$ cat src/rtl/imem_prog_encoder_pkg.sv
// Shared instruction-encoding constants for the program loader and the CPU decoder.
// Contents: field positions, opcode/funct codes, mnemonic index enum, loader FSM
// states, and encode_instr() which turns a symbolic record into a 32-bit word.
package imem_prog_encoder_pkg;

    // Field LSB positions within a 32-bit instruction word
    localparam int unsigned OpPos = 26;
    localparam int unsigned RsPos = 21;
    localparam int unsigned RtPos = 16;
    localparam int unsigned RdPos = 11;
    localparam int unsigned SaPos = 6;

    // Opcodes
    localparam logic [5:0] OpRType = 6'b000000;
    localparam logic [5:0] OpAddi  = 6'b001000;
    localparam logic [5:0] OpAndi  = 6'b001100;
    localparam logic [5:0] OpOri   = 6'b001101;
    localparam logic [5:0] OpXori  = 6'b001110;
    localparam logic [5:0] OpLw    = 6'b100011;
    localparam logic [5:0] OpSw    = 6'b101011;
    localparam logic [5:0] OpBeq   = 6'b000100;
    localparam logic [5:0] OpBne   = 6'b000101;
    localparam logic [5:0] OpLui   = 6'b001111;
    localparam logic [5:0] OpJ     = 6'b000010;
    localparam logic [5:0] OpJal   = 6'b000011;

    // R-type funct codes
    localparam logic [5:0] FnAdd  = 6'b100000;
    localparam logic [5:0] FnSub  = 6'b100010;
    localparam logic [5:0] FnAnd  = 6'b100100;
    localparam logic [5:0] FnOr   = 6'b100101;
    localparam logic [5:0] FnXor  = 6'b100110;
    localparam logic [5:0] FnSll  = 6'b000000;
    localparam logic [5:0] FnSrl  = 6'b000010;
    localparam logic [5:0] FnSra  = 6'b000011;
    localparam logic [5:0] FnJr   = 6'b001000;
    localparam logic [5:0] FnHamd = 6'b011000;
    localparam logic [5:0] FnDiv  = 6'b011010;
    localparam logic [5:0] FnSlt  = 6'b101010;
    localparam logic [5:0] FnEven = 6'b111111;

    typedef enum logic [4:0] {
        MnAdd, MnSub, MnAnd, MnOr, MnXor, MnSll, MnSrl, MnSra,
        MnJr, MnHamd, MnDiv, MnSlt, MnEven,
        MnAddi, MnAndi, MnOri, MnXori, MnLw, MnSw, MnBeq, MnBne, MnLui,
        MnJ, MnJal
    } mnem_e;

    // Indices at or above this are illegal
    localparam logic [4:0] NumMnem = 5'd24;

    typedef enum logic [1:0] {StIdle, StLoad, StFlush, StDone} state_e;

    function automatic logic [31:0] encode_instr(
        input logic [4:0]  mnem,
        input logic [4:0]  rs,
        input logic [4:0]  rt,
        input logic [4:0]  rd,
        input logic [4:0]  sa,
        input logic [15:0] imm,
        input logic [25:0] target
    );
        logic [5:0]  op;
        logic [5:0]  funct;
        logic [4:0]  rs_f;
        logic [4:0]  rt_f;
        logic [4:0]  rd_f;
        logic [4:0]  sa_f;
        logic [31:0] word;
        op    = OpRType;
        funct = '0;
        rs_f  = rs;
        rt_f  = rt;
        rd_f  = rd;
        sa_f  = '0;
        case (mnem_e'(mnem))
            MnAdd:  funct = FnAdd;
            MnSub:  funct = FnSub;
            MnAnd:  funct = FnAnd;
            MnOr:   funct = FnOr;
            MnXor:  funct = FnXor;
            MnSll:  begin funct = FnSll; rs_f = '0; sa_f = sa; end
            MnSrl:  begin funct = FnSrl; rs_f = '0; sa_f = sa; end
            MnSra:  begin funct = FnSra; rs_f = '0; sa_f = sa; end
            MnJr:   begin funct = FnJr; rt_f = '0; rd_f = '0; end
            MnHamd: funct = FnHamd;
            MnDiv:  funct = FnDiv;
            MnSlt:  funct = FnSlt;
            MnEven: funct = FnEven;
            MnAddi: op = OpAddi;
            MnAndi: op = OpAndi;
            MnOri:  op = OpOri;
            MnXori: op = OpXori;
            MnLw:   op = OpLw;
            MnSw:   op = OpSw;
            MnBeq:  op = OpBeq;
            MnBne:  op = OpBne;
            MnLui:  begin op = OpLui; rs_f = '0; end
            MnJ:    op = OpJ;
            MnJal:  op = OpJal;
            default: ;
        endcase
        if (mnem >= NumMnem) begin
            word = '0;
        end else if (mnem <= MnEven) begin
            word = (32'(op) << OpPos) | (32'(rs_f) << RsPos) | (32'(rt_f) << RtPos)
                 | (32'(rd_f) << RdPos) | (32'(sa_f) << SaPos) | 32'(funct);
        end else if (mnem <= MnLui) begin
            word = (32'(op) << OpPos) | (32'(rs_f) << RsPos) | (32'(rt_f) << RtPos)
                 | 32'(imm);
        end else begin
            word = (32'(op) << OpPos) | 32'(target);
        end
        return word;
    endfunction

endpackage

$ cat src/rtl/imem_prog_encoder_fifo.sv
// prog_fifo: synchronous FIFO for encoded instruction words.
// Ports: clock/resetn (async active-low), clear_i drops all contents, push_i/wdata_i
// write, pop_i/rdata_o read (rdata_o is the registered head entry), full_o/empty_o.
// A push while full is accepted only if a pop happens in the same cycle.
module prog_fifo #(
    parameter int unsigned FIFO_DEPTH = 4,
    parameter int unsigned Width      = 32
) (
    input  logic             clock,
    input  logic             resetn,
    input  logic             clear_i,
    input  logic             push_i,
    input  logic [Width-1:0] wdata_i,
    input  logic             pop_i,
    output logic [Width-1:0] rdata_o,
    output logic             full_o,
    output logic             empty_o
);
    localparam int unsigned PtrW = $clog2(FIFO_DEPTH);

    logic [Width-1:0] mem_q [FIFO_DEPTH];
    logic [PtrW:0]    wptr_q, wptr_d;
    logic [PtrW:0]    rptr_q, rptr_d;
    logic             do_push, do_pop;

    // Extra pointer MSB distinguishes full from empty
    assign empty_o = (wptr_q == rptr_q);
    assign full_o  = (wptr_q[PtrW] != rptr_q[PtrW]) && (wptr_q[PtrW-1:0] == rptr_q[PtrW-1:0]);
    assign do_pop  = pop_i & ~empty_o;
    assign do_push = push_i & (~full_o | do_pop);
    assign rdata_o = mem_q[rptr_q[PtrW-1:0]];

    always_comb begin
        wptr_d = wptr_q;
        rptr_d = rptr_q;
        if (clear_i) begin
            wptr_d = '0;
            rptr_d = '0;
        end else begin
            if (do_push) wptr_d = wptr_q + 1'b1;
            if (do_pop)  rptr_d = rptr_q + 1'b1;
        end
    end

    always_ff @(posedge clock or negedge resetn) begin
        if (!resetn) begin
            wptr_q <= '0;
            rptr_q <= '0;
        end else begin
            wptr_q <= wptr_d;
            rptr_q <= rptr_d;
        end
    end

    always_ff @(posedge clock) begin
        if (do_push && !clear_i) mem_q[wptr_q[PtrW-1:0]] <= wdata_i;
    end

endmodule

$ cat src/rtl/imem_prog_encoder.sv
// imem_prog_encoder: program-loader front end. Encodes symbolic instruction records
// (valid/ready) into MIPS words, buffers them in prog_fifo and writes them to
// instruction memory at consecutive addresses starting from BASE_ADDR.
// Ports: clock/resetn, start/finish session pulses, in_* record handshake and fields,
// imem_we/addr/wdata write port held while imem_gnt is low, busy/done/word_count
// status, sticky err_illegal/err_overflow.
module imem_prog_encoder
    import imem_prog_encoder_pkg::*;
#(
    parameter int unsigned ADDR_W     = 10,
    parameter int unsigned MEM_WORDS  = 1024,
    parameter int unsigned BASE_ADDR  = 0,
    parameter int unsigned FIFO_DEPTH = 4
) (
    input  logic              clock,
    input  logic              resetn,
    input  logic              start,
    input  logic              finish,
    input  logic              in_valid,
    output logic              in_ready,
    input  logic [4:0]        in_mnem,
    input  logic [4:0]        in_rs,
    input  logic [4:0]        in_rt,
    input  logic [4:0]        in_rd,
    input  logic [4:0]        in_sa,
    input  logic [15:0]       in_imm,
    input  logic [25:0]       in_target,
    output logic              imem_we,
    output logic [ADDR_W-1:0] imem_addr,
    output logic [31:0]       imem_wdata,
    input  logic              imem_gnt,
    output logic              busy,
    output logic              done,
    output logic [ADDR_W:0]   word_count,
    output logic              err_illegal,
    output logic              err_overflow
);
    localparam logic [ADDR_W-1:0] BaseAddr = ADDR_W'(BASE_ADDR);
    localparam logic [ADDR_W-1:0] LastAddr = ADDR_W'(BASE_ADDR + MEM_WORDS - 1);

    state_e            state_q, state_d;
    logic [ADDR_W-1:0] addr_q, addr_d;
    logic [ADDR_W:0]   count_q, count_d;
    logic              err_ill_q, err_ill_d;
    logic              err_ovf_q, err_ovf_d;

    logic        accept, legal, push, wr_done, enter_load, fifo_clear;
    logic        fifo_full, fifo_empty;
    logic [31:0] fifo_rdata, enc_word;

    assign in_ready = (state_q == StLoad) & ~fifo_full & ~err_ovf_q;
    assign accept   = in_valid & in_ready;
    assign legal    = (in_mnem < NumMnem);
    assign push     = accept & legal;
    assign enc_word = encode_instr(in_mnem, in_rs, in_rt, in_rd, in_sa, in_imm, in_target);

    assign imem_we    = ~fifo_empty & ~err_ovf_q;
    assign wr_done    = imem_we & imem_gnt;
    assign imem_addr  = addr_q;
    assign imem_wdata = imem_we ? fifo_rdata : '0;

    // Completing the last writable word discards whatever is still buffered
    assign fifo_clear = enter_load | (wr_done & (addr_q == LastAddr));

    prog_fifo #(
        .FIFO_DEPTH (FIFO_DEPTH),
        .Width      (32)
    ) u_fifo (
        .clock   (clock),
        .resetn  (resetn),
        .clear_i (fifo_clear),
        .push_i  (push),
        .wdata_i (enc_word),
        .pop_i   (wr_done),
        .rdata_o (fifo_rdata),
        .full_o  (fifo_full),
        .empty_o (fifo_empty)
    );

    always_comb begin
        state_d    = state_q;
        addr_d     = addr_q;
        count_d    = count_q;
        err_ill_d  = err_ill_q;
        err_ovf_d  = err_ovf_q;
        enter_load = 1'b0;

        if (accept && !legal) err_ill_d = 1'b1;
        if (wr_done) begin
            count_d = count_q + 1'b1;
            // Address saturates at the last word rather than wrapping
            if (addr_q == LastAddr) err_ovf_d = 1'b1;
            else                    addr_d    = addr_q + 1'b1;
        end

        unique case (state_q)
            StIdle, StDone: begin
                if (start) begin
                    state_d    = StLoad;
                    enter_load = 1'b1;
                    addr_d     = BaseAddr;
                    count_d    = '0;
                    err_ill_d  = 1'b0;
                    err_ovf_d  = 1'b0;
                end
            end
            StLoad: begin
                if (finish) state_d = StFlush;
            end
            StFlush: begin
                // Empty FIFO implies no write is pending
                if (fifo_empty) state_d = StDone;
            end
            default: state_d = StIdle;
        endcase
    end

    always_ff @(posedge clock or negedge resetn) begin
        if (!resetn) begin
            state_q   <= StIdle;
            addr_q    <= BaseAddr;
            count_q   <= '0;
            err_ill_q <= 1'b0;
            err_ovf_q <= 1'b0;
        end else begin
            state_q   <= state_d;
            addr_q    <= addr_d;
            count_q   <= count_d;
            err_ill_q <= err_ill_d;
            err_ovf_q <= err_ovf_d;
        end
    end

    assign busy         = (state_q == StLoad) | (state_q == StFlush);
    assign done         = (state_q == StDone);
    assign word_count   = count_q;
    assign err_illegal  = err_ill_q;
    assign err_overflow = err_ovf_q;

endmodule

$ cat config.mk
export PLATFORM = sky130hd
export DESIGN_NAME = imem_prog_encoder
export DESIGN_NICKNAME = d
export VERILOG_FILES = /design/src/rtl/imem_prog_encoder_pkg.sv /design/src/rtl/imem_prog_encoder_fifo.sv /design/src/rtl/imem_prog_encoder.sv
export SDC_FILE = /design/constraint.sdc
export NUM_CORES = 1
export LEC_CHECK = 0
export BUFFER_PORTS_ARGS = -buffer_cell sky130_fd_sc_hd__clkbuf_2
export CORE_ASPECT_RATIO = 1.5
export CORE_UTILIZATION = 56
export DETAILED_ROUTE_END_ITERATION = 8
export GPL_ROUTABILITY_DRIVEN = 1
export GPL_TIMING_DRIVEN = 0
export PLACE_DENSITY = 0.8
export SYNTH_ARGS = -nofsm -noshare
export SYNTH_HDL_FRONTEND = slang
export SYNTH_SLANG_ARGS = --single-unit
$ cat constraint.sdc
create_clock -name clock -period 4.92 [get_ports clock]
set_input_delay 0.246 -clock clock [delete_from_list [all_inputs] [get_ports clock]]
set_output_delay 0.246 -clock clock [all_outputs]
set_load 0.05 [all_outputs]
Word level (Yosys, flattened, before mapping)
Memories as Yosys holds them, arrays and structs flattened. Cells that the tools add are included.

Memory bits (writable): 128. Register bits: 31. Word-level logic and storage cells: 120. Memories: 1. Output and inout port bits: 59.

Memories: u_fifo.mem_q (depth 4, width 32, rd ports 1, clocked after Yosys merged registers in 0, wr ports 1, RTL line imem_prog_encoder_fifo.sv:21) `logic [Width-1:0] mem_q [FIFO_DEPTH];`.

Equality and inequality tests: 33. Reductions and logical operators: 13. Magnitude comparators: 4. Muxes and demuxes: 36. Add/sub/neg operators: 4. Bitwise operators: 22.

Operator list (count): $mux 32 (4); $pmux 6 s12 (1); $pmux 6 s11 (1); $or 32x16->32 (2); $or 32x26->32 (2); $eq 5x4->1 const B (8); $eq 5x5->1 const B (8); $mux 10 (4); $mux 11 (3); $or 32x11->32 (1); $or 32x21->32 (1); $or 32x6->32 (1); $eq 5x3->1 const B (4); $mux 5 (4); $mux 3 (4); $add 11x1->11 const B (1); $mux 1 (11); $add 10x1->10 const B (1); $eq 10x10->1 const B (1); $eq 5x2->1 const B (2); $and 1x1->1 (9); $add 3x1->3 const B (2); $mux 2 (3); $pmux 2 s3 (1); 23 further kinds (33).

Depth between registers and ports, before layout
Word-level depth: 11. Mapped depth: 7. Mapped depth without buffers: 6.

Modules after synthesis
A second synthesis with hierarchy kept.

Cell total of the unflattened synthesis: 525. Area total of the unflattened synthesis: 7529.7 um2.

Modules (own cells, without submodules): prog_fifo (cells an instance 223, instances 1, area an instance 5181.2 um2); imem_prog_encoder (cells an instance 302, instances 1, area an instance 2348.5 um2).

Worst setup path before layout
Ideal clock, no wire load.

Path kind: register to register. Start point: register addr_q[0], in the netlist imem_addr[0]. End point: memory u_fifo.mem_q[3][0] (enable). Cell stages (with the launch flop): 6. Slack: 0.952 ns. Data arrival time: 3.510 ns. Path buffers: 0. Library setup time: 0.458 ns. Cell sequence: dfrtp_1 ha_1 nand2_1 or3_1 o21ai_1 nor3_1.

Cells in the longest elaborated chain, start to end: 7.

RTL lines: start, declared (RTL line imem_prog_encoder.sv:42) `logic [ADDR_W-1:0] addr_q, addr_d;`; start signal, assigned (RTL line imem_prog_encoder.sv:121) `addr_q <= BaseAddr;`; start signal, assigned (RTL line imem_prog_encoder.sv:127) `addr_q <= addr_d;`; $eq 10x10->1 (RTL line imem_prog_encoder.sv:63) `assign fifo_clear = enter_load | (wr_done & (addr_q == LastAddr));`; $and 1x1->1 (RTL line imem_prog_encoder.sv:63); $or 1x1->1 (RTL line imem_prog_encoder.sv:63); $logic_not 1->1 (RTL line imem_prog_encoder_fifo.sv:56) `if (do_push && !clear_i) mem_q[wptr_q[PtrW-1:0]] <= wdata_i;`; $logic_and 1x1->1 (RTL line imem_prog_encoder_fifo.sv:56); $mux 1 (RTL line imem_prog_encoder_fifo.sv:56); $mux 1 (not written as such) (RTL line imem_prog_encoder_fifo.sv:56); end, declared (RTL line imem_prog_encoder_fifo.sv:21).

Every way passes these cells.

Final worst setup path
Start point: register u_fifo.rptr_q[0]. End point: memory u_fifo.mem_q[3][26] (enable).

Cells in the longest elaborated chain, start to end: 11. Elaborated cells between the ends (all ways): 20. Classes of those cells: eq/ne: 2; mux: 2; bitwise: 13; reduce/logical: 3.

RTL lines: start, declared (RTL line imem_prog_encoder_fifo.sv:23) `logic [PtrW:0] rptr_q, rptr_d;`; start signal, assigned (RTL line imem_prog_encoder_fifo.sv:51) `rptr_q <= rptr_d;`; $eq 2x2->1 (RTL line imem_prog_encoder_fifo.sv:28) `assign full_o = (wptr_q[PtrW] != rptr_q[PtrW]) && (wptr_q[PtrW-1:0] == rptr_q[PtrW-1:0]);`; $logic_and 1x1->1 (RTL line imem_prog_encoder_fifo.sv:28); $not 1->1 (RTL line imem_prog_encoder_fifo.sv:30, imem_prog_encoder.sv:51); $and 1x1->1 (2 in series) (RTL line imem_prog_encoder.sv:51) `assign in_ready = (state_q == StLoad) & ~fifo_full & ~err_ovf_q;`; $and 1x1->1 (RTL line imem_prog_encoder.sv:52) `assign accept = in_valid & in_ready;`; $and 1x1->1 (RTL line imem_prog_encoder.sv:54) `assign push = accept & legal;`; $and 1x1->1 (RTL line imem_prog_encoder_fifo.sv:30) `assign do_push = push_i & (~full_o | do_pop);`; $logic_and 1x1->1 (*) (RTL line imem_prog_encoder_fifo.sv:56); $mux 1 (*) (RTL line imem_prog_encoder_fifo.sv:56); $mux 1 (not written as such) (*) (RTL line imem_prog_encoder_fifo.sv:56).

Every way passes the cells marked *; elsewhere a longest branch is shown, timed or not.

==> impl_results.md <==
- Synthesized net count: 625
- Part of the total power dissipated in combinational logic: 43.9%
- Hold-fix buffers, CTS: 1
- Largest stage delay, worst path: 0.54 ns
- Element type at the critical path start: register
- Maximum fanout along the worst path: 11
- Share of total power in the clock network: 23.9%
- Slew of the pin with the lowest slew margin: 0.877 ns
- Total die area: 13800 um2
- Cell breakdown of the critical path: buf_2 > xor2_2 > o31ai_4 > buf_6 > o21ai_1 > nor3_2 > buf_6 > buf_6
- TritonCTS clock tree: yes
- Final routed wire length divided by cell count: 19.6 um
- Signal arrival time at the worst endpoint: 2.95 ns
- Synthesis Warnings: 0
- Final Setup Violations: 0
- Clock skew after layout: 0.00850 ns
- NumNets Final: 777
- Crit path depth: 8
- Commonest non-fill, non-tap cell in the layout: clkbuf_2
- Area share of xor/xnor cells in the synthesized design: 1.48%
- Power Total: 4.96 mW
- Period minus WS final: 2.83 ns
- Chip height: 143 um
- FF-to-FF path depth: 8
- CTS Root Buffer Type: clkbuf_16
- N_diodes: 0
- Final hold violation count: 0
- Max-slew violations: 0
- Number of synthesized register bits: 155
- IO Count: 132
- Number of buffers on the longest clock path: 2
- Dominant register cell in the synthesized netlist: edfxtp_1
- Total gr overflow: 0
- Layout area overhead: 19.3%
- Sw Pwr: 2.19 mW
- Multiplexer fraction of the synthesized cell area: 11.5%
- Number of distinct library cell variants in the gate-level netlist after synthesis: 57
- Setup repair after global routing missed its margin: false
- Sequential group share of total power: 32.1%
- Routed wire length: 17000 um
- Critical path required time: 5.04 ns
- Least setup slack across all paths after layout: 2.09 ns
- Biggest area contributors in the synthesized netlist: edfxtp_1 (50%), dfrtp_1 (10%), mux4_2 (9.4%)
- Number of global-route vias before repair: 5164
- Worst Setup EP: u_fifo.mem_q[3][26]$_DFFE_PP_
- Number of buffer and inverter stages on the critical path: 4
- Design Area, Final: 8880 um2
- Internal power: 2.77 mW
- Mapped cell area: 7440 um2
- CP endpoint kind: register
- Share of synthesized cell area in and, or, nand and nor gates: 10.9%
- Clock transition at the registers of the reported paths: 0.07 ns
- Crit path top cell by count: buf_6
- Wire length of the first global-routing pass: 26400 um
- Setup Fix Bufs, Post-CTS: 0
- Post-synth top area cell: edfxtp_1
- Final routed DRC violation total: 0
- Number of iterations in the first detailed-routing pass: 5
- Async S/R FF share, synth: 20.0%
- Final setup TNS: 0 ns
- Static leakage power: 3.37 nW
- Worst Hold Depth: 2
- Vias per Instance: 6.16
- 1st-iter DRT viols: 303
- Total clock buffers created by CTS: 17
- Start point of the critical path: u_fifo.rptr_q[0]$_DFFE_PN0P_
- Total GRT Usage: 26.0%
- Max-Cap Viols: 0
- Switching Share: 44.2%
- Last weighted congestion value of the routability-driven placer: 0.880
- R2r startpoint: u_fifo.rptr_q[0]$_DFFE_PN0P_
- PD cells: 559 nW/um2
- Placed instance area: 8330 um2
- Sequential-to-total area share from yosys stat: 60.4%
- Placed wire-length estimate: 11900 um
- Port buffer count: 129
- Clock latency on the worst-skew pair: 0.42 ns
- # H-tree levels: 4
- Synthesized instance count: 542
- Core region area: 13000 um2
- Worst flop-to-flop path endpoint: u_fifo.mem_q[3][26]$_DFFE_PP_
- Number of vias after detailed routing: 5333
- Post-placement setup slack: 2.11 ns
- Die span in x: 96.1 um
- Core Rows: 51
- Worst IR Drop VDD: 0.332 mV
- Share of synthesized cell area in full adder, half adder and majority cells: 1.68%
- Critical path type: register to register
- Final clock period utilization by the worst path: 57.6%
- Cell with the biggest individual delay on the critical path: nor3_2
- Number of sinks on the clock net: 155
- Largest family of logic cells by synthesized area: multiplexers
- Result of the run: finished clean
- Share of cells above drive strength 1: 31.1%
- Antenna violations before repair: 0
- Count of instances resized after the clock tree is built: 0
- Worst hold path type: input port to register
- Count of nets left with antenna violations after detail routing: 0
- Commonest cells after routing, fill and taps aside: clkbuf_2 (129), edfxtp_1 (124), nor2b_1 (34)
- Pin count of the biggest net entering global routing: 32
- Compound-Gate Fraction of Synth Area: 11.1%
- Peak clock frequency supported by timing: 353 MHz
- Initial cell density of the core: 57.5%
- Worst slew margin relative to its limit: 41.5%
- Number of flops mapped to enable cells by yosys: 124
- Synth Area per Inst: 13.7 um2
- Register-to-Register Setup Slack: 2.09 ns
- Post-synth top area share: 50.0%
- Delay-heaviest family, CP: buffers and inverters
==> metrics by stage <==
step	hold slack [ns]	utilization, %	cells
4_1_cts	0.199	68.6	866
6_report	0.203	68.6	866
5_1_grt	0.217	68.6	866
2_1_floorplan	-0.0496	-	542
3_5_place_dp	0.361	64.3	833
3_3_place_gp	0.356	64.0	830
==> worst register-to-register path, stage by stage, from the launching register on <==
cell,delay (ns)
dfrtp_1,0.39
buf_2,0.21
xor2_2,0.21
o31ai_4,0.37
buf_6,0.21
o21ai_1,0.16
nor3_2,0.54
buf_6,0.26
buf_6,0.19
==> Yosys cell counts, drive strengths merged (2+ instances only) <==
master	instances
a211o	2
a211oi	6
a21o	2
a21oi	29
a221oi	2
a22oi	11
a311oi	3
a31oi	3
a32oi	2
and2	7
and3	5
and4	2
buf	19
clkbuf	15
dfrtp	31
edfxtp	124
ha	10
inv	14
mux2i	16
mux4	31
nand2	21
nand2b	4
nand3	11
nand3b	3
nand4	5
nor2	33
nor2b	34
nor3	5
nor3b	4
o21ai	24
o22ai	3
o2bb2ai	10
o311ai	2
o31a	2
o31ai	8
o32ai	5
or3	9
or4	6
xnor2	5
xor2	5
==> layout make-up <==
| class | instances | area (um2) |
|---|---|---|
| clock inverter | 15 | 116 |
| fill | 891 | 4070 |
| timing repair buffer | 133 | 689 |
| buffer | 34 | 158 |
| multi-input combinational | 339 | 2740 |
| tap | 159 | 199 |
| clock buffer | 17 | 425 |
| sequential | 155 | 4500 |
| inverter | 14 | 52.6 |
==> how the worst min path moves through the flow <==
stage | slack, ns | startpoint | to
final | 0.20 | in_sa[3] | u_fifo.mem_q[2][9]$_DFFE_PP_
after floorplan | -0.05 | resetn | err_illegal$_DFF_PN0_
after global routing | 0.22 | in_sa[2] | u_fifo.mem_q[1][8]$_DFFE_PP_
after detailed placement | 0.36 | resetn | imem_addr[7]$_DFF_PN0_
after CTS | 0.20 | in_sa[2] | u_fifo.mem_q[2][8]$_DFFE_PP_
after global placement | 0.36 | resetn | imem_addr[7]$_DFF_PN0_
==> state kept, by name, summed over array words and instances (netlist names) <==
| signal | flops |
|---|---|
| err_illegal | 1 |
| err_overflow | 1 |
| imem_addr | 10 |
| state_q | 2 |
| u_fifo.mem_q | 124 |
| u_fifo.rptr_q | 3 |
| u_fifo.wptr_q | 3 |
| word_count | 11 |
==> logic make-up (layout without fill, tap and decap cells) <==
logic type / Yosys count / count (layout)
compound gates: 120 / 120
xor+xnor: 10 / 10
other cells: 1 / 1
buf+inv: 48 / 213
flops: 155 / 155
simple gates: 151 / 151
mux: 47 / 47
fa+ha+maj: 10 / 10
==> per-layer routing <==
metal,up-vias,GRT usage [%],routed length (um)
met2,224,46.0,9300
met1,2641,30.6,6220
met5,-,0,0
met4,0,10.4,482
li1,2427,-,-
met3,41,5.17,973
==> power groups by stage <==
stage	registers [mW]	clock network, mW	logic [mW]
after global routing	1.60	1.25	2.32
after global placement	1.61	0	2.14
after CTS	1.59	1.19	2.19
final	1.59	1.19	2.18
after floorplan	1.65	0	1.60
after detailed placement	1.62	0	2.17
No activity file was read; power rests on OpenSTA's default activity.
